`config.mk`:
```
export PLATFORM = sky130hd
export DESIGN_NAME = vec_wb_assembler_flat
export DESIGN_NICKNAME = d
export VERILOG_FILES = /design/src/rtl/vec_wb_if.sv /design/src/rtl/vec_wb_assembler.sv /design/src/flat_wrapper.sv
export SDC_FILE = /design/constraint.sdc
export NUM_CORES = 1
export LEC_CHECK = 0
export CAP_MARGIN = 20
export CORE_AREA = 2 2 71 106
export CTS_CLUSTER_SIZE = 30
export DETAILED_ROUTE_END_ITERATION = 8
export DIE_AREA = 0 0 73 108
export GPL_ROUTABILITY_DRIVEN = 0
export PLACE_DENSITY = 0.71
export SYNTH_ARGS = -nofsm -noshare
export SYNTH_HDL_FRONTEND = slang
export SYNTH_SLANG_ARGS = --single-unit
export TNS_END_PERCENT = 50
```
`constraint.sdc`:
```
create_clock -name clk -period 4 [get_ports clk]
set_input_delay 0.6 -clock clk [delete_from_list [all_inputs] [get_ports clk]]
set_output_delay 0.6 -clock clk [all_outputs]
set_load 0.005 [all_outputs]
```
`src/rtl/vec_wb_if.sv`:
```
// Bus between the load path (master side) and the writeback assembler (slave side).
// The register-file write signals travel on this bus as well.
interface vec_wb_if #(
  parameter int REG_SIZE = 8,
  parameter int VEC_SIZE = 4,
  parameter int SEL_BITS = 4
);
  logic                                cmd_valid;
  logic                                cmd_ready;
  logic [SEL_BITS-1:0]                 cmd_reg;
  logic                                elem_valid;
  logic                                elem_ready;
  logic [REG_SIZE-1:0]                 elem_data;
  logic                                flush;
  logic                                regWrEnSc;
  logic                                regWrEnVec;
  logic [SEL_BITS-1:0]                 regToWrite;
  logic [VEC_SIZE-1:0][REG_SIZE-1:0]   dataIn;
  logic                                busy;
  logic                                done;

  modport master (
    output cmd_valid, cmd_reg, elem_valid, elem_data, flush,
    input  cmd_ready, elem_ready, regWrEnSc, regWrEnVec, regToWrite, dataIn, busy, done
  );

  modport slave (
    input  cmd_valid, cmd_reg, elem_valid, elem_data, flush,
    output cmd_ready, elem_ready, regWrEnSc, regWrEnVec, regToWrite, dataIn, busy, done
  );
endinterface

```
`src/rtl/vec_wb_assembler.sv`:
```
// Collects element-serial load data for one destination register and issues a
// single-cycle write on the register file write port.
module vec_wb_assembler #(
  parameter int REG_SIZE = 8,
  parameter int VEC_SIZE = 4,
  parameter int SEL_BITS = 4
) (
  input  logic     clk,
  input  logic     reset,
  vec_wb_if.slave  bus
);
  localparam int CNT_W = (VEC_SIZE > 1) ? $clog2(VEC_SIZE) : 1;
  localparam logic [SEL_BITS-1:0] NUM_VEC_REGS = SEL_BITS'(4);

  typedef enum logic [1:0] {IDLE, COLLECT, WRITE} state_t;
  typedef logic [VEC_SIZE-1:0][REG_SIZE-1:0] vec_t;

  state_t              state_q, state_d;
  logic [CNT_W-1:0]    count_q, count_d;
  vec_t                pack_q, pack_d;
  logic [SEL_BITS-1:0] reg_q, reg_d;
  logic                is_vec_q, is_vec_d;
  vec_t                hold_data_q, hold_data_d;
  logic [SEL_BITS-1:0] hold_reg_q, hold_reg_d;
  logic                last_elem;
  logic                in_write;

  always_ff @(posedge clk or negedge reset) begin
    if (!reset) begin
      state_q     <= IDLE;
      count_q     <= '0;
      pack_q      <= '0;
      reg_q       <= '0;
      is_vec_q    <= 1'b0;
      hold_data_q <= '0;
      hold_reg_q  <= '0;
    end else begin
      state_q     <= state_d;
      count_q     <= count_d;
      pack_q      <= pack_d;
      reg_q       <= reg_d;
      is_vec_q    <= is_vec_d;
      hold_data_q <= hold_data_d;
      hold_reg_q  <= hold_reg_d;
    end
  end

  assign last_elem = is_vec_q ? (count_q == CNT_W'(VEC_SIZE - 1)) : (count_q == '0);

  always_comb begin
    state_d     = state_q;
    count_d     = count_q;
    pack_d      = pack_q;
    reg_d       = reg_q;
    is_vec_d    = is_vec_q;
    hold_data_d = hold_data_q;
    hold_reg_d  = hold_reg_q;
    case (state_q)
      IDLE: begin
        if (bus.cmd_valid) begin
          reg_d    = bus.cmd_reg;
          count_d  = '0;
          pack_d   = '0;
          is_vec_d = (bus.cmd_reg < NUM_VEC_REGS);
          state_d  = COLLECT;
        end
      end
      COLLECT: begin
        // Flush outranks a simultaneous element: nothing is consumed.
        if (bus.flush) begin
          state_d = IDLE;
        end else if (bus.elem_valid) begin
          pack_d[count_q] = bus.elem_data;
          if (last_elem) begin
            state_d = WRITE;
          end else begin
            count_d = count_q + CNT_W'(1);
          end
        end
      end
      WRITE: begin
        // Snapshot so the write port keeps showing the last write afterwards.
        hold_data_d = pack_q;
        hold_reg_d  = reg_q;
        state_d     = IDLE;
      end
      default: state_d = IDLE;
    endcase
  end

  assign in_write       = (state_q == WRITE);
  assign bus.cmd_ready  = (state_q == IDLE) && reset;
  assign bus.elem_ready = (state_q == COLLECT) && !bus.flush;
  assign bus.regWrEnVec = in_write && is_vec_q;
  assign bus.regWrEnSc  = in_write && !is_vec_q;
  assign bus.done       = in_write;
  assign bus.busy       = (state_q != IDLE);
  assign bus.regToWrite = in_write ? reg_q  : hold_reg_q;
  assign bus.dataIn     = in_write ? pack_q : hold_data_q;
endmodule

```
`src/flat_wrapper.sv`:
```
// flat-port wrapper written by rule: the top's interface ports become plain ports
module vec_wb_assembler_flat 
#(
  parameter int REG_SIZE = 8,
  parameter int VEC_SIZE = 4,
  parameter int SEL_BITS = 4
)
  (clk, reset, bus_cmd_valid, bus_cmd_reg, bus_elem_valid, bus_elem_data, bus_flush, bus_cmd_ready, bus_elem_ready, bus_regWrEnSc, bus_regWrEnVec, bus_regToWrite, bus_dataIn, bus_busy, bus_done);
  vec_wb_if #(.REG_SIZE(REG_SIZE), .VEC_SIZE(VEC_SIZE), .SEL_BITS(SEL_BITS)) bus_i ();
  input  logic clk;
  input  logic reset;
  input wire logic [$bits(bus_i.cmd_valid)-1:0] bus_cmd_valid;
  input wire logic [$bits(bus_i.cmd_reg)-1:0] bus_cmd_reg;
  input wire logic [$bits(bus_i.elem_valid)-1:0] bus_elem_valid;
  input wire logic [$bits(bus_i.elem_data)-1:0] bus_elem_data;
  input wire logic [$bits(bus_i.flush)-1:0] bus_flush;
  output wire logic [$bits(bus_i.cmd_ready)-1:0] bus_cmd_ready;
  output wire logic [$bits(bus_i.elem_ready)-1:0] bus_elem_ready;
  output wire logic [$bits(bus_i.regWrEnSc)-1:0] bus_regWrEnSc;
  output wire logic [$bits(bus_i.regWrEnVec)-1:0] bus_regWrEnVec;
  output wire logic [$bits(bus_i.regToWrite)-1:0] bus_regToWrite;
  output wire logic [$bits(bus_i.dataIn)-1:0] bus_dataIn;
  output wire logic [$bits(bus_i.busy)-1:0] bus_busy;
  output wire logic [$bits(bus_i.done)-1:0] bus_done;
  assign bus_i.cmd_valid = bus_cmd_valid;
  assign bus_i.cmd_reg = bus_cmd_reg;
  assign bus_i.elem_valid = bus_elem_valid;
  assign bus_i.elem_data = bus_elem_data;
  assign bus_i.flush = bus_flush;
  assign bus_cmd_ready = bus_i.cmd_ready;
  assign bus_elem_ready = bus_i.elem_ready;
  assign bus_regWrEnSc = bus_i.regWrEnSc;
  assign bus_regWrEnVec = bus_i.regWrEnVec;
  assign bus_regToWrite = bus_i.regToWrite;
  assign bus_dataIn = bus_i.dataIn;
  assign bus_busy = bus_i.busy;
  assign bus_done = bus_i.done;
  vec_wb_assembler #(.REG_SIZE(REG_SIZE), .VEC_SIZE(VEC_SIZE), .SEL_BITS(SEL_BITS)) u_core (.clk(clk), .reset(reset), .bus(bus_i));
endmodule
```
After elaboration in Yosys (flattened, before gate mapping)
Cells that the tools add are included.
- add/subtract/negate cells: 1
- multipliers: 0
- div/mod/pow operators: 0
- magnitude comparators: 3
- equal/unequal tests: 9
- shift-type cells: 0
- muxes and demuxes: 20
- bitwise operators: 0
- reductions and logical operators: 15
- operators with widths (cell ; number):
    32-bit two-way mux ; 4
    32-bit case mux with 2 select lines ; 1
    32-bit bitwise mux ; 1
    8-bit demux with 2-bit select ; 1
    2-bit two-way mux ; 8
    8-bit two-way mux ; 1
    2-bit inequality test (second input constant) ; 4
    2-bit case mux with 2 select lines ; 2
    1-bit logical AND ; 5
    5-bit AND reduction ; 1
    2-bit equality test (second input constant) ; 2
    2-bit logical NOT ; 2
    4-bit by 3-bit < comparator with 1-bit output (second input constant) ; 1
    4-bit two-way mux ; 1
    4-bit AND reduction ; 1
    2-bit nonzero test ; 2
    2-bit by 3-bit < comparator with 1-bit output (second input constant) ; 1
    3-bit by 2-bit inequality test with 1-bit output (second input constant) ; 1
    3-bit inequality test (second input constant) ; 1
    3-bit AND reduction ; 1
    2-bit by 1-bit adder with 2-bit output (second input constant) ; 1
    2-bit by 1-bit equality test with 1-bit output (second input constant) ; 1
    2-bit by 1-bit >= comparator with 1-bit output (second input constant) ; 1
    1-bit logical NOT ; 2
    other kinds (2) ; 2
- register bits after elaboration: 77
- latch bits: 0
- RAM bits: 0
- bits in read-only memories: 0
- input port bits: 17
- output and inout port bits: 42
- logic and storage cells: 61
- memories kept: 0

Longest topological paths before layout
- depth after elaboration: 8
- gate-level depth with buffers: 6
- gate-level depth less buffers: 5

Least setup slack after synthesis
No wires, ideal clock.
- path kind: register -> output
- start point: register u_core.state_q[0]
- end point: output port bus_dataIn[27]
- arrival time: 1.233 ns
- required time: 3.400 ns
- slack: 2.167 ns
- cell stages (with the launch flop): 5
- path buffers: 2
- path through: dfrtp_1 nor2b_1 buf_4 buf_4 mux2_2
- cells in the longest elaborated chain, start to end: 2
- RTL lines (item ; line ; text):
    start: declaration ; vec_wb_assembler.sv:18 ; state_t state_q, state_d;
    start signal: assignment ; vec_wb_assembler.sv:38 ; state_q <= state_d;
    2-bit equality test ; vec_wb_assembler.sv:91 ; assign in_write = (state_q == WRITE);
    named net bus_done ; flat_wrapper.sv:24 ; output wire logic [$bits(bus_i.done)-1:0] bus_done;
    32-bit two-way mux ; vec_wb_assembler.sv:99 ; assign bus.dataIn = in_write ? pack_q : hold_data_q;
    end: declaration ; flat_wrapper.sv:22 ; output wire logic [$bits(bus_i.dataIn)-1:0] bus_dataIn;
The timed path passes the listed nets, and every way through them passes these cells.

Worst setup path in the final report
- start point: register u_core.state_q[0]
- end point: output port bus_dataIn[16]
- cells in the longest elaborated chain, start to end: 2
- RTL lines (item ; line):
    2-bit equality test ; vec_wb_assembler.sv:91
    32-bit two-way mux ; vec_wb_assembler.sv:99
No other way between the ends.

==> flow_summary.ini <==
[cts]
numCtsBuffers = 9
cts_resized = 0
clock-root-buffer = clkbuf_8
htreeDepth = 3
cts_setup_buffers = 0
cts_tree = built
clk_latency_ns = 0.34
cts_buffer_depth = 2
cts_sinks = 77
cts.clk_slew.worst_paths_ns = 0.08
holdBufCountCts = 0

[critical_path]
critPathMaxStageDelay_ns = 0.45
r2r_cells = 3
crit_chain = nor2b_4 -> buf_4 -> mux2_2 -> clkdlybuf4s50_1
critPathLaunchType = flip-flop
arrival_ns = 2.31
critical_path_required_ns = 3.40
worstSetupPathType = reg2out
r2r_slack_ns = 2.25
r2r_end = u_core.pack_q[7]
path_max_fanout = 32
r2r_start = u_core.state_q[1]
slowest_stage = clkdlybuf4s50_1
cp-end-kind = output port

[layout]
antenna_cells = 0
area_growth_syn_to_layout_pct = 25.8
drive_above_1_share = 0.199
seq_area_sq_um = 1930
layout.nets = 337
fill_cells = 610
multi_input_area_sq_um = 1110

[sta]
min_period_ns = 2.91
max_freq_ghz = 0.343
hold_violations = 0
fin_crit_sh = 0.729
hold_ws_ns = 0.486
finalSetupViolCount = 0
max_slew.worst_pin.slew_ns = 0.957
fin_worst_skew_ns = 0.00891
slew_violations = 0
rsz0062_at_grt = false
max_slew_margin = 0.362
final.setup.tns_ns = 0

[min_path]
min_path_type = in2async

[grt]
overflow = 0
grt_pass1_vias = 2132
antenna_found_initial = 0
grt_util_all_layers = 0.176
grt_max_degree = 78
grt_first_pass_wirelength_mm = 10.4

[pwr]
comb_power_share = 0.208
pwr-share-clk = 0.324
irDropWorstVdd_mv = 0.289
switching_share = 0.254
power_density_nw_per_um2 = 493
p_leak_uw = 0.00185
seq_power_share = 0.469
switchingPower_uw = 502
internal_power_uw = 1470

[synthesis]
synth_cell_types = 24
synthesis.area_sq_um = 3180
postSynthAreaPerCell_sq_um = 12.1
ys_warn_count = 0
syn_nets = 284
ys_ff_latch = 77
syn_inst = 263
synth-seq-area-share = 0.605

[drt]
viasPerCell = 5.19
dr.first_iter.drc_count = 185
wl_mm = 6.31
drt_first_pass_iters = 4
routedWlPerCell_um = 15.8
ant_nets = 0
dr_total_vias = 2071
route.detailed.drc = 0

[placement]
numPortBuffers = 58
post-dp-hpwl_mm = 4.10

[floorplanning]
ios = 59
die_h_um = 108
std_cell_rows = 37
die-width_um = 73
initial_core_util = 0.461
core_area_sq_um = 6900
die_area_sq_um = 7880

[flow_run]
max-cap-violations = 0

[status]
status = finished clean
cell type report:
cell class,count,share of cell area
Timing Repair Buffer,61,0.150
Multi-Input combinational cell,155,0.278
Inverter,12,0.0113
Tap cell,78,0.0244
Clock buffer,9,0.0309
Clock inverter,7,0.0247
Sequential cell,77,0.481
cell families after synthesis:
logic type                 share of synthesized area
muxes                                          0.176
and+or+nand+nor                                0.110
adders and majority gates                     0.0157
DFF                                            0.605
AOI/OAI and AO/OA                             0.0444
buffers and inverters                         0.0480
metal layers:
metal,vias up,routed length [um],GRT usage
met5,-,0,0
met2,46,3320,0.282
li1,990,-,-
met1,1027,2640,0.225
met4,0,111,0.0794
met3,8,234,0.0382
how the worst max path moves through the flow:
stage                      start             end  slack, ns  cells after the start
2_1_floorplan  u_core.state_q[0]  bus_dataIn[27]       2.17                      4
3_3_place_gp           bus_flush  bus_elem_ready       1.44                      3
3_5_place_dp   u_core.state_q[0]  bus_dataIn[16]       1.43                      4
4_1_cts        u_core.state_q[0]  bus_dataIn[16]       1.04                      4
5_1_grt        u_core.state_q[1]  bus_dataIn[28]       0.89                      4
6_report       u_core.state_q[0]  bus_dataIn[16]       1.09                      4
placed cells by master (no fill, tap or decap), types with 2 or more instances in the layout:
cell and instances:
ha_1 4, and2_0 2, bufinv_16 2, mux2i_1 10, and3_1 2, nand3_1 24
mux2_4 3, nand2_1 36, clkbuf_8 9, buf_4 4, clkdlybuf4s50_1 57, clkinv_4 2
dfrtp_1 77, and2_1 2, o21ai_0 25, nor2b_1 2, inv_1 12, mux2_2 37
Yosys cell counts:
master    instances  area share
a31o_2            1      0.0028
and2_0            2      0.0039
and2_1            2      0.0039
and3_1            2      0.0039
and4bb_2          1      0.0039
buf_2             8       0.013
buf_4             3      0.0071
buf_6             2      0.0071
clkbuf_1          6      0.0071
dfrtp_1          77        0.61
ha_1              4       0.016
inv_1            12       0.014
mux2_2           37        0.13
mux2_4            3       0.014
mux2i_1          10       0.031
nand2_1          36       0.042
nand3_1          24       0.038
nor2_1            1      0.0012
nor2b_1           3      0.0059
nor3b_1           1      0.0024
o21ai_0          25       0.039
o31ai_1           1      0.0024
or2_2             1      0.0020
or3b_1            1      0.0028
power by group through the flow:
stage	registers, uW	clock network [uW]	logic, uW
after floorplan	926	0	213
after global placement	938	0	412
after detailed placement	942	0	416
after CTS	926	658	419
after global routing	940	687	452
final	926	639	410
sequential cells by signal (all words and copies together), names as in the netlist:
register,count
u_core.reg_q,4
u_core.count_q,2
u_core.hold_data_q,32
u_core.hold_reg_q,4
u_core.pack_q,32
u_core.is_vec_q,1
u_core.state_q,2
critical path, delay by kind of cell, from the launching register on:
family | cells | cell delay [ns]
simple gates | 1 | 0.25
buf+inv | 2 | 0.88
mux | 1 | 0.40
flops | 1 | 0.43
metrics by stage:
stage	total power (uW)	worst slack (ns)	instances	instance area, sq um	util
floorplan	1140	2.17	263	3180	-
global placement	1350	1.44	383	3780	0.548
detailed placement	1360	1.43	383	3780	0.548
CTS	2000	1.04	399	4000	0.580
global route	2080	0.890	399	4000	0.580
finish	1970	1.09	399	4000	0.580
Power figures use the tool's default switching activity.
